<file path="config.mk">
export PLATFORM = sky130hd
export DESIGN_NAME = emc_master_seq
export DESIGN_NICKNAME = d
export VERILOG_FILES = /design/src/rtl/emc_master_seq_pkg.sv /design/src/rtl/emc_master_seq_wait_cnt.sv /design/src/rtl/emc_master_seq.sv
export SDC_FILE = /design/constraint.sdc
export NUM_CORES = 1
export LEC_CHECK = 0
export ABC_CLOCK_PERIOD_IN_PS = 2830
export BUFFER_PORTS_ARGS = -buffer_cell sky130_fd_sc_hd__buf_2
export CAP_MARGIN = 25
export CORE_MARGIN = 2
export CORE_UTILIZATION = 40
export CTS_BUF_LIST = sky130_fd_sc_hd__clkbuf_8
export CTS_CLUSTER_DIAMETER = 50
export DETAILED_ROUTE_END_ITERATION = 8
export PLACE_DENSITY = 0.67
export SYNTH_ARGS = -nofsm -noshare
export SYNTH_HDL_FRONTEND = slang
export SYNTH_SLANG_ARGS = --single-unit
</file>
<file path="constraint.sdc">
create_clock -name clk_i -period 2.83 [get_ports clk_i]
set_clock_uncertainty 0.15 [all_clocks]
set_input_delay 0.4245 -clock clk_i [delete_from_list [all_inputs] [get_ports clk_i]]
set_output_delay 0.4245 -clock clk_i [all_outputs]
set_load 0.005 [all_outputs]
</file>
<file path="src/rtl/emc_master_seq_pkg.sv">
// Shared definitions for the EMC static-memory master sequencer:
// FSM state codes, state type and small elaboration-time helpers.
package emc_master_seq_pkg;

   typedef logic [2:0] emc_state_t;

   localparam emc_state_t ST_IDLE   = 3'd0;
   localparam emc_state_t ST_WSETUP = 3'd1;
   localparam emc_state_t ST_WPULSE = 3'd2;
   localparam emc_state_t ST_WHOLD  = 3'd3;
   localparam emc_state_t ST_RWAIT  = 3'd4;
   localparam emc_state_t ST_RPULSE = 3'd5;
   localparam emc_state_t ST_RGAP   = 3'd6;
   localparam emc_state_t ST_TURN   = 3'd7;

   // Ceiling log2 with a floor of 1 so a 1-beat configuration still has a length field.
   function automatic int emc_clog2(input int val);
      int r;
      r = 0;
      for (int i = 0; i < 31; i++) begin
         if ((32'd1 << i) < 32'(val)) begin
            r = i + 1;
         end
      end
      if (r < 1) begin
         r = 1;
      end
      return r;
   endfunction

   // Number of byte lanes on the data bus.
   function automatic int emc_lanes(input int dw);
      return dw / 8;
   endfunction

endpackage

</file>
<file path="src/rtl/emc_master_seq_wait_cnt.sv">
// 4-bit loadable down-counter timing one bus phase; zero marks the phase's last cycle.
module emc_master_seq_wait_cnt (
   input  logic       clk_i,
   input  logic       rst_i,
   input  logic       load,
   input  logic [3:0] load_val,
   output logic       zero
);

   logic [3:0] cnt_r;

   // Load a new phase length, otherwise count down and rest at zero.
   always_ff @(posedge clk_i) begin
      if (rst_i) begin
         cnt_r <= 4'd0;
      end else if (load) begin
         cnt_r <= load_val;
      end else if (cnt_r != 4'd0) begin
         cnt_r <= cnt_r - 4'd1;
      end else begin
         cnt_r <= cnt_r;
      end
   end

   assign zero = (cnt_r == 4'd0);

endmodule

</file>
<file path="src/rtl/emc_master_seq.sv">
// EMC static-memory bus master: turns valid/ready read/write commands with
// 1..MAXBEATS incrementing beats into registered CSN/OEN/WEN/BLSN/A/D timing.
module emc_master_seq
   import emc_master_seq_pkg::*;
#(
   parameter int AW       = 8,
   parameter int DW       = 16,
   parameter int WAITOEN  = 0,
   parameter int WAITRD   = 0,
   parameter int WAITWEN  = 0,
   parameter int WAITWR   = 0,
   parameter int MAXBEATS = 4,
   parameter int LW       = emc_clog2(MAXBEATS),
   parameter int NB       = emc_lanes(DW)
) (
   input  logic          clk_i,
   input  logic          rst_i,
   input  logic          cmd_valid_i,
   output logic          cmd_ready_o,
   input  logic          cmd_we_i,
   input  logic [AW-1:0] cmd_adr_i,
   input  logic [LW-1:0] cmd_len_i,
   input  logic [NB-1:0] cmd_be_i,
   input  logic [DW-1:0] wdat_i,
   input  logic          wdat_valid_i,
   output logic          wdat_ready_o,
   output logic [DW-1:0] rdat_o,
   output logic          rdat_valid_o,
   output logic          done_o,
   output logic [AW-1:0] A,
   output logic [DW-1:0] D_o,
   input  logic [DW-1:0] D_i,
   output logic          D_oe,
   output logic [NB-1:0] BLSN,
   output logic          CSN,
   output logic          WEN,
   output logic          OEN
);

   // Phase lengths as counter load values (counter value N gives N+1 cycles).
   localparam logic [3:0]    WEN_LD     = 4'(WAITWEN);
   localparam logic [3:0]    WR_LD      = 4'(WAITWR);
   localparam logic [3:0]    RD_LD      = 4'(WAITRD);
   localparam logic [3:0]    OEN_LD     = 4'((WAITOEN > 0) ? (WAITOEN - 1) : 0);
   localparam bit            SKIP_RWAIT = (WAITOEN == 0);
   localparam logic [AW-1:0] ADR_STEP   = AW'(NB);
   localparam logic [LW-1:0] MAX_LEN    = LW'(MAXBEATS - 1);

   emc_state_t    state_r;
   logic [LW-1:0] beats_r;
   logic          cnt_load_s;
   logic [3:0]    cnt_val_s;
   logic          cnt_zero_s;
   logic          accept_s;
   logic          wxfer_s;
   logic          last_beat_s;
   logic [LW-1:0] len_clamp_s;

   assign accept_s    = cmd_valid_i & cmd_ready_o;
   assign wxfer_s     = wdat_valid_i & wdat_ready_o;
   assign last_beat_s = (beats_r == {LW{1'b0}});
   assign len_clamp_s = (cmd_len_i > MAX_LEN) ? MAX_LEN : cmd_len_i;

   emc_master_seq_wait_cnt u_wait_cnt (
      .clk_i    (clk_i),
      .rst_i    (rst_i),
      .load     (cnt_load_s),
      .load_val (cnt_val_s),
      .zero     (cnt_zero_s)
   );

   // Select the wait-counter load for the phase being entered on this edge.
   always_comb begin
      cnt_load_s = 1'b0;
      cnt_val_s  = 4'd0;
      case (state_r)
         ST_IDLE: begin
            if (accept_s) begin
               cnt_load_s = 1'b1;
               if (cmd_we_i) begin
                  cnt_val_s = WEN_LD;
               end else if (SKIP_RWAIT) begin
                  cnt_val_s = RD_LD;
               end else begin
                  cnt_val_s = OEN_LD;
               end
            end else begin
               cnt_load_s = 1'b0;
            end
         end
         ST_WSETUP: begin
            if (cnt_zero_s) begin
               cnt_load_s = 1'b1;
               cnt_val_s  = WR_LD;
            end else begin
               cnt_load_s = 1'b0;
            end
         end
         ST_WHOLD: begin
            if (wxfer_s && !last_beat_s) begin
               cnt_load_s = 1'b1;
               cnt_val_s  = WEN_LD;
            end else begin
               cnt_load_s = 1'b0;
            end
         end
         ST_RWAIT: begin
            if (cnt_zero_s) begin
               cnt_load_s = 1'b1;
               cnt_val_s  = RD_LD;
            end else begin
               cnt_load_s = 1'b0;
            end
         end
         ST_RGAP: begin
            cnt_load_s = 1'b1;
            if (SKIP_RWAIT) begin
               cnt_val_s = RD_LD;
            end else begin
               cnt_val_s = OEN_LD;
            end
         end
         default: begin
            cnt_load_s = 1'b0;
         end
      endcase
   end

   // Sequencer FSM with all bus pins, handshakes and read capture registered.
   always_ff @(posedge clk_i) begin
      if (rst_i) begin
         state_r      <= ST_IDLE;
         beats_r      <= {LW{1'b0}};
         cmd_ready_o  <= 1'b0;
         wdat_ready_o <= 1'b0;
         rdat_o       <= {DW{1'b0}};
         rdat_valid_o <= 1'b0;
         done_o       <= 1'b0;
         A            <= {AW{1'b0}};
         D_o          <= {DW{1'b0}};
         D_oe         <= 1'b0;
         BLSN         <= {NB{1'b1}};
         CSN          <= 1'b1;
         WEN          <= 1'b1;
         OEN          <= 1'b1;
      end else begin
         rdat_valid_o <= 1'b0;
         done_o       <= 1'b0;
         wdat_ready_o <= 1'b0;
         case (state_r)
            ST_IDLE: begin
               if (accept_s) begin
                  cmd_ready_o <= 1'b0;
                  A           <= cmd_adr_i;
                  CSN         <= 1'b0;
                  beats_r     <= len_clamp_s;
                  if (cmd_we_i) begin
                     D_o     <= wdat_i;
                     D_oe    <= 1'b1;
                     BLSN    <= ~cmd_be_i;
                     state_r <= ST_WSETUP;
                  end else begin
                     BLSN <= {NB{1'b0}};
                     if (SKIP_RWAIT) begin
                        OEN     <= 1'b0;
                        state_r <= ST_RPULSE;
                     end else begin
                        state_r <= ST_RWAIT;
                     end
                  end
               end else begin
                  cmd_ready_o <= 1'b1;
               end
            end
            ST_WSETUP: begin
               if (cnt_zero_s) begin
                  WEN     <= 1'b0;
                  state_r <= ST_WPULSE;
               end
            end
            ST_WPULSE: begin
               if (cnt_zero_s) begin
                  WEN          <= 1'b1;
                  wdat_ready_o <= !last_beat_s;
                  state_r      <= ST_WHOLD;
               end
            end
            ST_WHOLD: begin
               if (last_beat_s) begin
                  CSN     <= 1'b1;
                  BLSN    <= {NB{1'b1}};
                  D_oe    <= 1'b0;
                  done_o  <= 1'b1;
                  state_r <= ST_TURN;
               end else if (wxfer_s) begin
                  A       <= A + ADR_STEP;
                  D_o     <= wdat_i;
                  beats_r <= beats_r - {{(LW-1){1'b0}}, 1'b1};
                  state_r <= ST_WSETUP;
               end else begin
                  // Next beat's data not yet offered: hold the bus and keep asking.
                  wdat_ready_o <= 1'b1;
               end
            end
            ST_RWAIT: begin
               if (cnt_zero_s) begin
                  OEN     <= 1'b0;
                  state_r <= ST_RPULSE;
               end
            end
            ST_RPULSE: begin
               if (cnt_zero_s) begin
                  OEN          <= 1'b1;
                  rdat_o       <= D_i;
                  rdat_valid_o <= 1'b1;
                  if (last_beat_s) begin
                     CSN     <= 1'b1;
                     BLSN    <= {NB{1'b1}};
                     done_o  <= 1'b1;
                     state_r <= ST_TURN;
                  end else begin
                     A       <= A + ADR_STEP;
                     beats_r <= beats_r - {{(LW-1){1'b0}}, 1'b1};
                     state_r <= ST_RGAP;
                  end
               end
            end
            ST_RGAP: begin
               if (SKIP_RWAIT) begin
                  OEN     <= 1'b0;
                  state_r <= ST_RPULSE;
               end else begin
                  state_r <= ST_RWAIT;
               end
            end
            ST_TURN: begin
               cmd_ready_o <= 1'b1;
               state_r     <= ST_IDLE;
            end
            default: begin
               cmd_ready_o <= 1'b0;
               CSN         <= 1'b1;
               WEN         <= 1'b1;
               OEN         <= 1'b1;
               BLSN        <= {NB{1'b1}};
               D_oe        <= 1'b0;
               state_r     <= ST_IDLE;
            end
         endcase
      end
   end

endmodule

</file>
# == Word-level counts from Yosys, hierarchy flattened ==
# Index checks and enable logic that the tools add are counted.
# Widths: inputs -> output; s select.
# totals
ff_bits,59
in_bits,49
out_inout_bits,50
word_cells,124
# classes
addsub,3
magnitude_cmp,1
eq_ne,19
mux,60
n_bitwise,4
reduce_logical,22
# op_table
op,n
$mux 16,4
$mux 8,5
$pmux 16 s2,1
$mux 3,8
$pmux 3 s8,1
$pmux 8 s3,1
$ne 2x2->1 const B,11
$mux 1,20
$mux 2,10
$eq 3x3->1 const B,4
$pmux 2 s3,2
$reduce_and 6->1,2
$pmux 1 s2,5
$reduce_and 5->1,2
$add 8x2->8 const B,1
$pmux 1 s4,2
$reduce_bool 4->1,2
$eq 3x2->1 const B,2
$reduce_and 3->1,2
$reduce_bool 2->1,3
$reduce_or 2->1,3
$logic_not 4->1,1
$reduce_and 4->1,1
$sub 4x1->4 const B,1
14 further kinds,15

# == Logic depth before layout (Yosys ltp) ==
# Gate-level depths: netlist of the first run.
# depth
depth_word,6
mapped_depth,9
depth_no_buf,7

# == Modules after synthesis ==
# From an unflattened synthesis of the first run, not the netlist that was laid out.
# unflattened
cells_unflattened,340
hier_area_um2,2816.5
# modules_own_cells
mod,n_inst,cells_each,area_each_um2,seq_area_each_um2
emc_master_seq,1,316,2587.5,1101.1
emc_master_seq_wait_cnt,1,24,229.0,80.1

# == Worst setup path after synthesis of the first run ==
# No wires, ideal clock.
# synth_path
kind,register to register
start,register beats_r[0]
end,register D_o[11]
setup_ps,128
arrival_time_ps,1708
required_time_ps,2552
slack_ps,845
path_stages_with_launch,9
path_buffers,1
synth_period_minus_slack_ps,1985
cell_sequence,dfxtp_1 > inv_1 > ha_1 > nand3b_1 > or2_1 > a21oi_4 > buf_8 > mux2i_1 > nor2_1
# synth_via
elab_chain_cells,3
# synth_rtl
item,line_no,rtl
from (decl),emc_master_seq.sv:50,logic [LW-1:0] beats_r;
from (signal assigned),emc_master_seq.sv:133,beats_r <= {LW{1'b0}};
from (signal assigned),emc_master_seq.sv:156,beats_r <= len_clamp_s;
from (signal assigned),emc_master_seq.sv:198,"beats_r <= beats_r - {{(LW-1){1'b0}}, 1'b1};"
$logic_not 2->1,emc_master_seq.sv:61,assign last_beat_s = (beats_r == {LW{1'b0}});
$ne 2x2->1 (no line),--,
$reduce_and 5->1 (no line),--,
to (signal assigned),emc_master_seq.sv:140,D_o <= {DW{1'b0}};
to (signal assigned),emc_master_seq.sv:158,D_o <= wdat_i;
to (signal assigned),emc_master_seq.sv:197,D_o <= wdat_i;
to (decl),emc_master_seq.sv:31,"output logic [DW-1:0] D_o,"
# Every way passes these cells.
# A chain may end at the register's enable or synchronous reset.

# == Final worst setup path of the first run ==
# layout_path
start,register state_r[2]
end,register rdat_o[8]
# layout_via
elab_chain_cells,2
# layout_rtl
item,line_no,rtl
from (decl),emc_master_seq.sv:49,emc_state_t state_r;
from (signal assigned),emc_master_seq.sv:132,state_r <= ST_IDLE;
from (signal assigned),emc_master_seq.sv:161,state_r <= ST_WSETUP;
from (signal assigned),emc_master_seq.sv:166,state_r <= ST_RPULSE;
$eq 3x3->1,emc_master_seq.sv:150,case (state_r)
$reduce_and 2->1 (no line),--,
to (signal assigned),emc_master_seq.sv:136,rdat_o <= {DW{1'b0}};
to (signal assigned),emc_master_seq.sv:214,rdat_o <= D_i;
to (decl),emc_master_seq.sv:27,"output logic [DW-1:0] rdat_o,"
# Every way passes these cells.

==> results of run 1 <==
-- routing by layer --
metal	wire [um]	track usage, %
met2	2836	27.63
met5	0	0
met4	66	4.473
met3	460	5.253
met1	2596	20.35
-- power by group through the flow --
stage | combinational (uW) | sequential (uW) | clock [uW]
after floorplan | 1010 | 1200 | 0
after global placement | 1280 | 1240 | 0
after detailed placement | 1290 | 1250 | 0
after CTS | 1300 | 1230 | 972
after global routing | 1440 | 1260 | 1010
final | 1290 | 1230 | 951
-- cell type report --
type / instances / share of cell area [%]
Multi-Input combinational cell: 223 / 38.53
Sequential cell: 59 / 34.64
Timing Repair Buffer: 104 / 15.71
Clock buffer: 10 / 4.037
Clock inverter: 6 / 3.266
Tap cell: 77 / 2.826
Inverter: 9 / 0.9908
-- critical path: cells and delay by family, from the launching register on --
| family | cells | cell delay (ns) |
|---|---|---|
| AOI/OAI and AO/OA | 1 | 0.08 |
| DFF | 1 | 0.64 |
| and+or+nand+nor | 3 | 1.41 |
-- final timing paths --
check,end,slack (ns),cells after the start
setup / recovery,rdat_o[8],0.43,4
hold / removal,D_o[3],0.18,3
setup reg to reg,rdat_o[8],0.43,4
hold reg to reg,rdat_o[5],0.30,2
-- registers in the layout, indices dropped and copies added (netlist names), 2 cells and up --
name	cells
BLSN	2
state_r	3
D_o	16
u_wait_cnt.cnt_r	4
beats_r	2
A	8
rdat_o	16
-- cells by family (layout without fill, tap and decap cells) --
kind of cell,count (synthesis),in the layout,share of synthesized area [%]
AO/OA/AOI/OAI,72,72,17.88
adder cells (fa/ha/maj),3,3,1.423
flip-flops,59,59,44.76
AND/OR/NAND/NOR,126,126,22.14
multiplexers,21,21,8.013
buffers and inverters,29,129,5.453
XOR/XNOR,1,1,0.3320
-- synthesized netlist by cell type (all sizes together) (2+ instances only) --
cell type	instances	share of area, %
dfxtp	59	45
nand2	48	6.8
nor2	38	5.4
a21oi	34	6.9
mux2i	20	7.6
o21ai	13	3.0
clkbuf	11	1.6
buf	9	2.6
inv	9	1.3
nand3b	7	2.0
nand3	6	1.1
a21o	5	1.4
nor3	5	1.1
or3	5	1.2
a211oi	4	1.1
and3	4	0.95
and2	3	0.71
ha	3	1.4
nor2b	3	0.71
or2	3	0.71
a2111oi	2	0.90
a22oi	2	0.57
o211ai	2	0.57
o32ai	2	0.66
-- per-stage QoR --
| stage | instances | setup slack [ns] |
|---|---|---|
| final | 488 | 0.4328 |
| after global routing | 488 | 0.1656 |
| after CTS | 488 | 0.4513 |
| after detailed placement | 472 | 0.4591 |
| after global placement | 472 | 0.5401 |
| after floorplan | 311 | 0.8446 |
==> impl_metrics.ini, run 1 <==
[finish]
design_area_um2 = 3410
layout_common_cells = 98 x buf_2, 59 x dfxtp_1, 48 x nand2_1, 38 x nor2_1, 33 x a21oi_1
diodes = 0
num-nets-final = 458
area_delta_synth_final_pct = 29.21
drive_gt1_share_pct = 31.87
fin_util_pct = 53.69
regArea_um2 = 1181
multi_input_area_um2 = 1314
layout_commonest_cell = buf_2
fillers = 618

[critical_path]
startpoint_type = flop
reg2reg_from = state_r[2]
critPathMaxStageDelay_ns = 0.64
critical_path_class = reg2reg
required_ns = 2.90
arrival_ns = 2.47
path_max_fanout = 17
crit_chain = nor2b_1 > nand3_1 > nand2_1 > a21oi_1
slowest_stage = dfxtp_1
endpoint_kind = flop
critPathLaunch = state_r[2]

[power]
p_comb_share_pct = 37.2
ir_drop_mv = 0.5379
cellInternalPower_uw = 2235
leakagePower_uw = 0.001520
clockPowerShare_pct = 27.4
p_switching_uw = 1237
p_per_area_nw_per_um2 = 1018
power_frac_seq_pct = 35.4
p_sw_share_pct = 35.63
power.total_uw = 3472

[logic_synthesis]
synth-seq-cells = 59
ys_seq_area_share_pct = 44.76
syn-cell-area_um2 = 2639
synth_cells = 311
async_flop_share_pct = 0
syn_avg_cell_area_um2 = 8.485
synth_fp_nets = 363
synth_edf_count = 0
ys.flop_type = dfxtp_1
synth.distinct_cells = 49
ys_warn_count = 0

[detailed_routing]
num_vias = 2479
dr.pass1.iters = 4
final_antenna_net_count = 0
drc = 0
wl_um = 5961
viasPerCell = 5.080
routedWlPerCell_um = 12.22
drt_iter0_drc = 93

[clocking]
cts_tree = built
cts-hold-fix-buffers = 0
clk_pin_slew_ns = 0.07
htreeDepth = 3
cts_inserted_buffers = 9
cts.sinks = 59
cts_resized = 0
cts_setup_buffers = 0
cts_buffer_depth = 2
clk-insertion-delay-late_ns = 0.33
cts_root_buffer = clkbuf_8

[global_routing]
grt_max_degree = 41
grt_pass1_wl_um = 9839
antenna_found_initial = 0
overflow = 0
grt_pass1_vias = 2240
track_usage_pct = 16.45

[sta]
hold_viol_final = 0
setup_viol = 0
finalCritPeriodShare_pct = 84.71
period_needed_ns = 2.397
fmax_mhz = 417.2
tightest_slew_ns = 0.7164
rsz0062_at_grt = no
slew_headroom_pct = 52.24
slew_violations = 0
finalSetupTns_ns = 0
timing.hold.ws_ns = 0.1799

[die]
start_util_pct = 41.56
core_area_um2 = 6350
io_pins = 99
die_w_um = 85.22
die-area_um2 = 7262
die_h_um = 85.22
rows = 29

[placement]
place.gp.congestion = 0.7802
io_buffers = 98
post_dp_cell_area_um2 = 3161
dpl.hpwl_um = 4237

[outcome]
status = complete, no violations

[min_path]
min_from = wdat_i[3]
min_path_type = in2reg

[job]
cap_violations = 0
Note: power is estimated with default switching activity, not from simulation.
==> run 2, diff against run 1 <==
--- a/config.mk
+++ b/config.mk
@@ -5,7 +5,7 @@
 export SDC_FILE = /design/constraint.sdc
 export NUM_CORES = 1
 export LEC_CHECK = 0
-export ABC_CLOCK_PERIOD_IN_PS = 2830
+export ABC_CLOCK_PERIOD_IN_PS = 2500
 export BUFFER_PORTS_ARGS = -buffer_cell sky130_fd_sc_hd__buf_2
 export CAP_MARGIN = 25
 export CORE_MARGIN = 2
==> constraint.sdc (replaced) <==
create_clock -name clk_i -period 2.5 [get_ports clk_i]
set_clock_uncertainty 0.15 [all_clocks]
set_input_delay 0.375 -clock clk_i [delete_from_list [all_inputs] [get_ports clk_i]]
set_output_delay 0.375 -clock clk_i [all_outputs]
set_load 0.005 [all_outputs]
==> impl_metrics.ini, run 2 (synthesis results as in run 1) <==
[detailed_routing]
viasPerCell = 5.016
routedWlPerCell_um = 12.50
wl_um = 6151
final_antenna_net_count = 0
dr.pass1.iters = 4
drt_iter0_drc = 84
num_vias = 2468
drc = 0

[finish]
diodes = 0
fillers = 590
area_delta_synth_final_pct = 29.87
num-nets-final = 462
layout_common_cells = 98 x buf_2, 59 x dfxtp_1, 48 x nand2_1, 38 x nor2_1, 33 x a21oi_1
multi_input_area_um2 = 1314
layout_commonest_cell = buf_2
drive_gt1_share_pct = 32.53
fin_util_pct = 53.97
regArea_um2 = 1181
largest_registers = D_o (16), rdat_o (16), A (8)

[power]
ir_drop_mv = 0.6163
p_per_area_nw_per_um2 = 1140
leakagePower_uw = 0.001532

[die]
die_h_um = 85.22
die_w_um = 85.22
core_area_um2 = 6350
io_pins = 99
rows = 29
start_util_pct = 41.56
die-area_um2 = 7262

[critical_path]
arrival_ns = 2.19
critPathLaunch = u_wait_cnt.cnt_r[0]
path_max_fanout = 7
rr_worst_depth = 7
rr_endpoint = state_r[0]
crit_end = state_r[0]
regToRegSetupSlack_ns = 0.34
endpoint_kind = flop
required_ns = 2.52
critical_path_class = reg2reg
startpoint_type = flop
reg2reg_from = u_wait_cnt.cnt_r[0]

[sta]
slew_headroom_pct = 43.52
finalCritPeriodShare_pct = 86.45
tightest_slew_ns = 0.8472
hold_viol_final = 0
fmax_mhz = 462.7
finalSetupTns_ns = 0
rsz0062_at_grt = no
setup_viol = 0
period_needed_ns = 2.161
slew_violations = 0

[min_path]
min_path_type = in2reg

[clocking]
htreeDepth = 3
cts_buffer_depth = 2
cts_root_buffer = clkbuf_8
cts_setup_buffers = 0
cts_tree = built
cts_inserted_buffers = 9
clk-insertion-delay-late_ns = 0.33
cts_resized = 0
clk_pin_slew_ns = 0.08
cts.sinks = 59
cts-hold-fix-buffers = 0

[placement]
io_buffers = 98
place.gp.congestion = 0.8735
dpl.hpwl_um = 4320

[job]
cap_violations = 0

[global_routing]
antenna_found_initial = 0
grt_pass1_wl_um = 10140
grt_max_degree = 47
track_usage_pct = 17.12
overflow = 0
grt_pass1_vias = 2300

[outcome]
status = complete, no violations
==> run 2: changes by cell type in the layout (fill, tap and decap cells not counted) <==
cell,change
buf_4,+4
clkinv_4,+2
bufinv_16,-1
clkbuf_8,+1
clkinv_2,-1
inv_6,-1
==> run 2: critical path, stage by stage (launching register included) <==
cell	delay, ns
dfxtp_1	0.31
inv_1	0.08
ha_1	0.21
or3b_1	0.49
nand3_1	0.13
nand3_1	0.15
a2111oi_0	0.40
a211oi_1	0.09
==> run 2: worst min-delay path by stage <==
stage          slack [ns]  cells after the start          to  startpoint
4_1_cts              0.11                      3  rdat_o[12]     D_i[12]
3_3_place_gp         0.29                      2   rdat_o[1]   rdat_o[1]
2_1_floorplan        0.29                      2  beats_r[1]  beats_r[1]
3_5_place_dp         0.29                      2   rdat_o[1]   rdat_o[1]
5_1_grt              0.11                      3  rdat_o[15]     D_i[15]
6_report             0.12                      3  rdat_o[12]     D_i[12]
==> run 2: area by class of cell <==
| type | count | area share [%] |
|---|---|---|
| clock inverters | 5 | 2.483 |
| flip-flops and latches | 59 | 34.47 |
| repair buffers | 108 | 16.50 |
| well taps | 77 | 2.811 |
| clock buffers | 11 | 4.418 |
| multi-input cells | 223 | 38.34 |
| inverters | 9 | 0.9858 |
==> run 2: per-stage QoR <==
| step | hold slack (ns) | area (um^2) | setup slack (ns) | instances | power [uW] |
|---|---|---|---|---|---|
| after floorplan | 0.2937 | 2639 | 0.5146 | 311 | 2499 |
| after global placement | 0.2884 | 3191 | 0.3986 | 476 | 2888 |
| after detailed placement | 0.2937 | 3191 | 0.3596 | 476 | 2906 |
| after CTS | 0.1142 | 3427 | 0.3543 | 492 | 3933 |
| after global routing | 0.1144 | 3427 | 0.1439 | 492 | 4186 |
| final | 0.1206 | 3427 | 0.3389 | 492 | 3907 |
==> run 2: report_power, final <==
part	total (uW)	internal (uW)	leakage [uW]	switching, uW
clock network	1020	619	0.000116	396
logic	1510	694	0.000936	814
registers	1380	1170	0.000480	213
total	3910	2480	0.00153	1420
==> run 2: layer usage <==
| layer | vias to the layer above | track usage [%] | wire length, um |
|---|---|---|---|
| met2 | 86 | 27.84 | 2850 |
| met5 | - | 0 | 0 |
| li1 | 1267 | - | - |
| met4 | 0 | 5.772 | 54 |
| met3 | 6 | 5.739 | 450 |
| met1 | 1109 | 21.34 | 2796 |
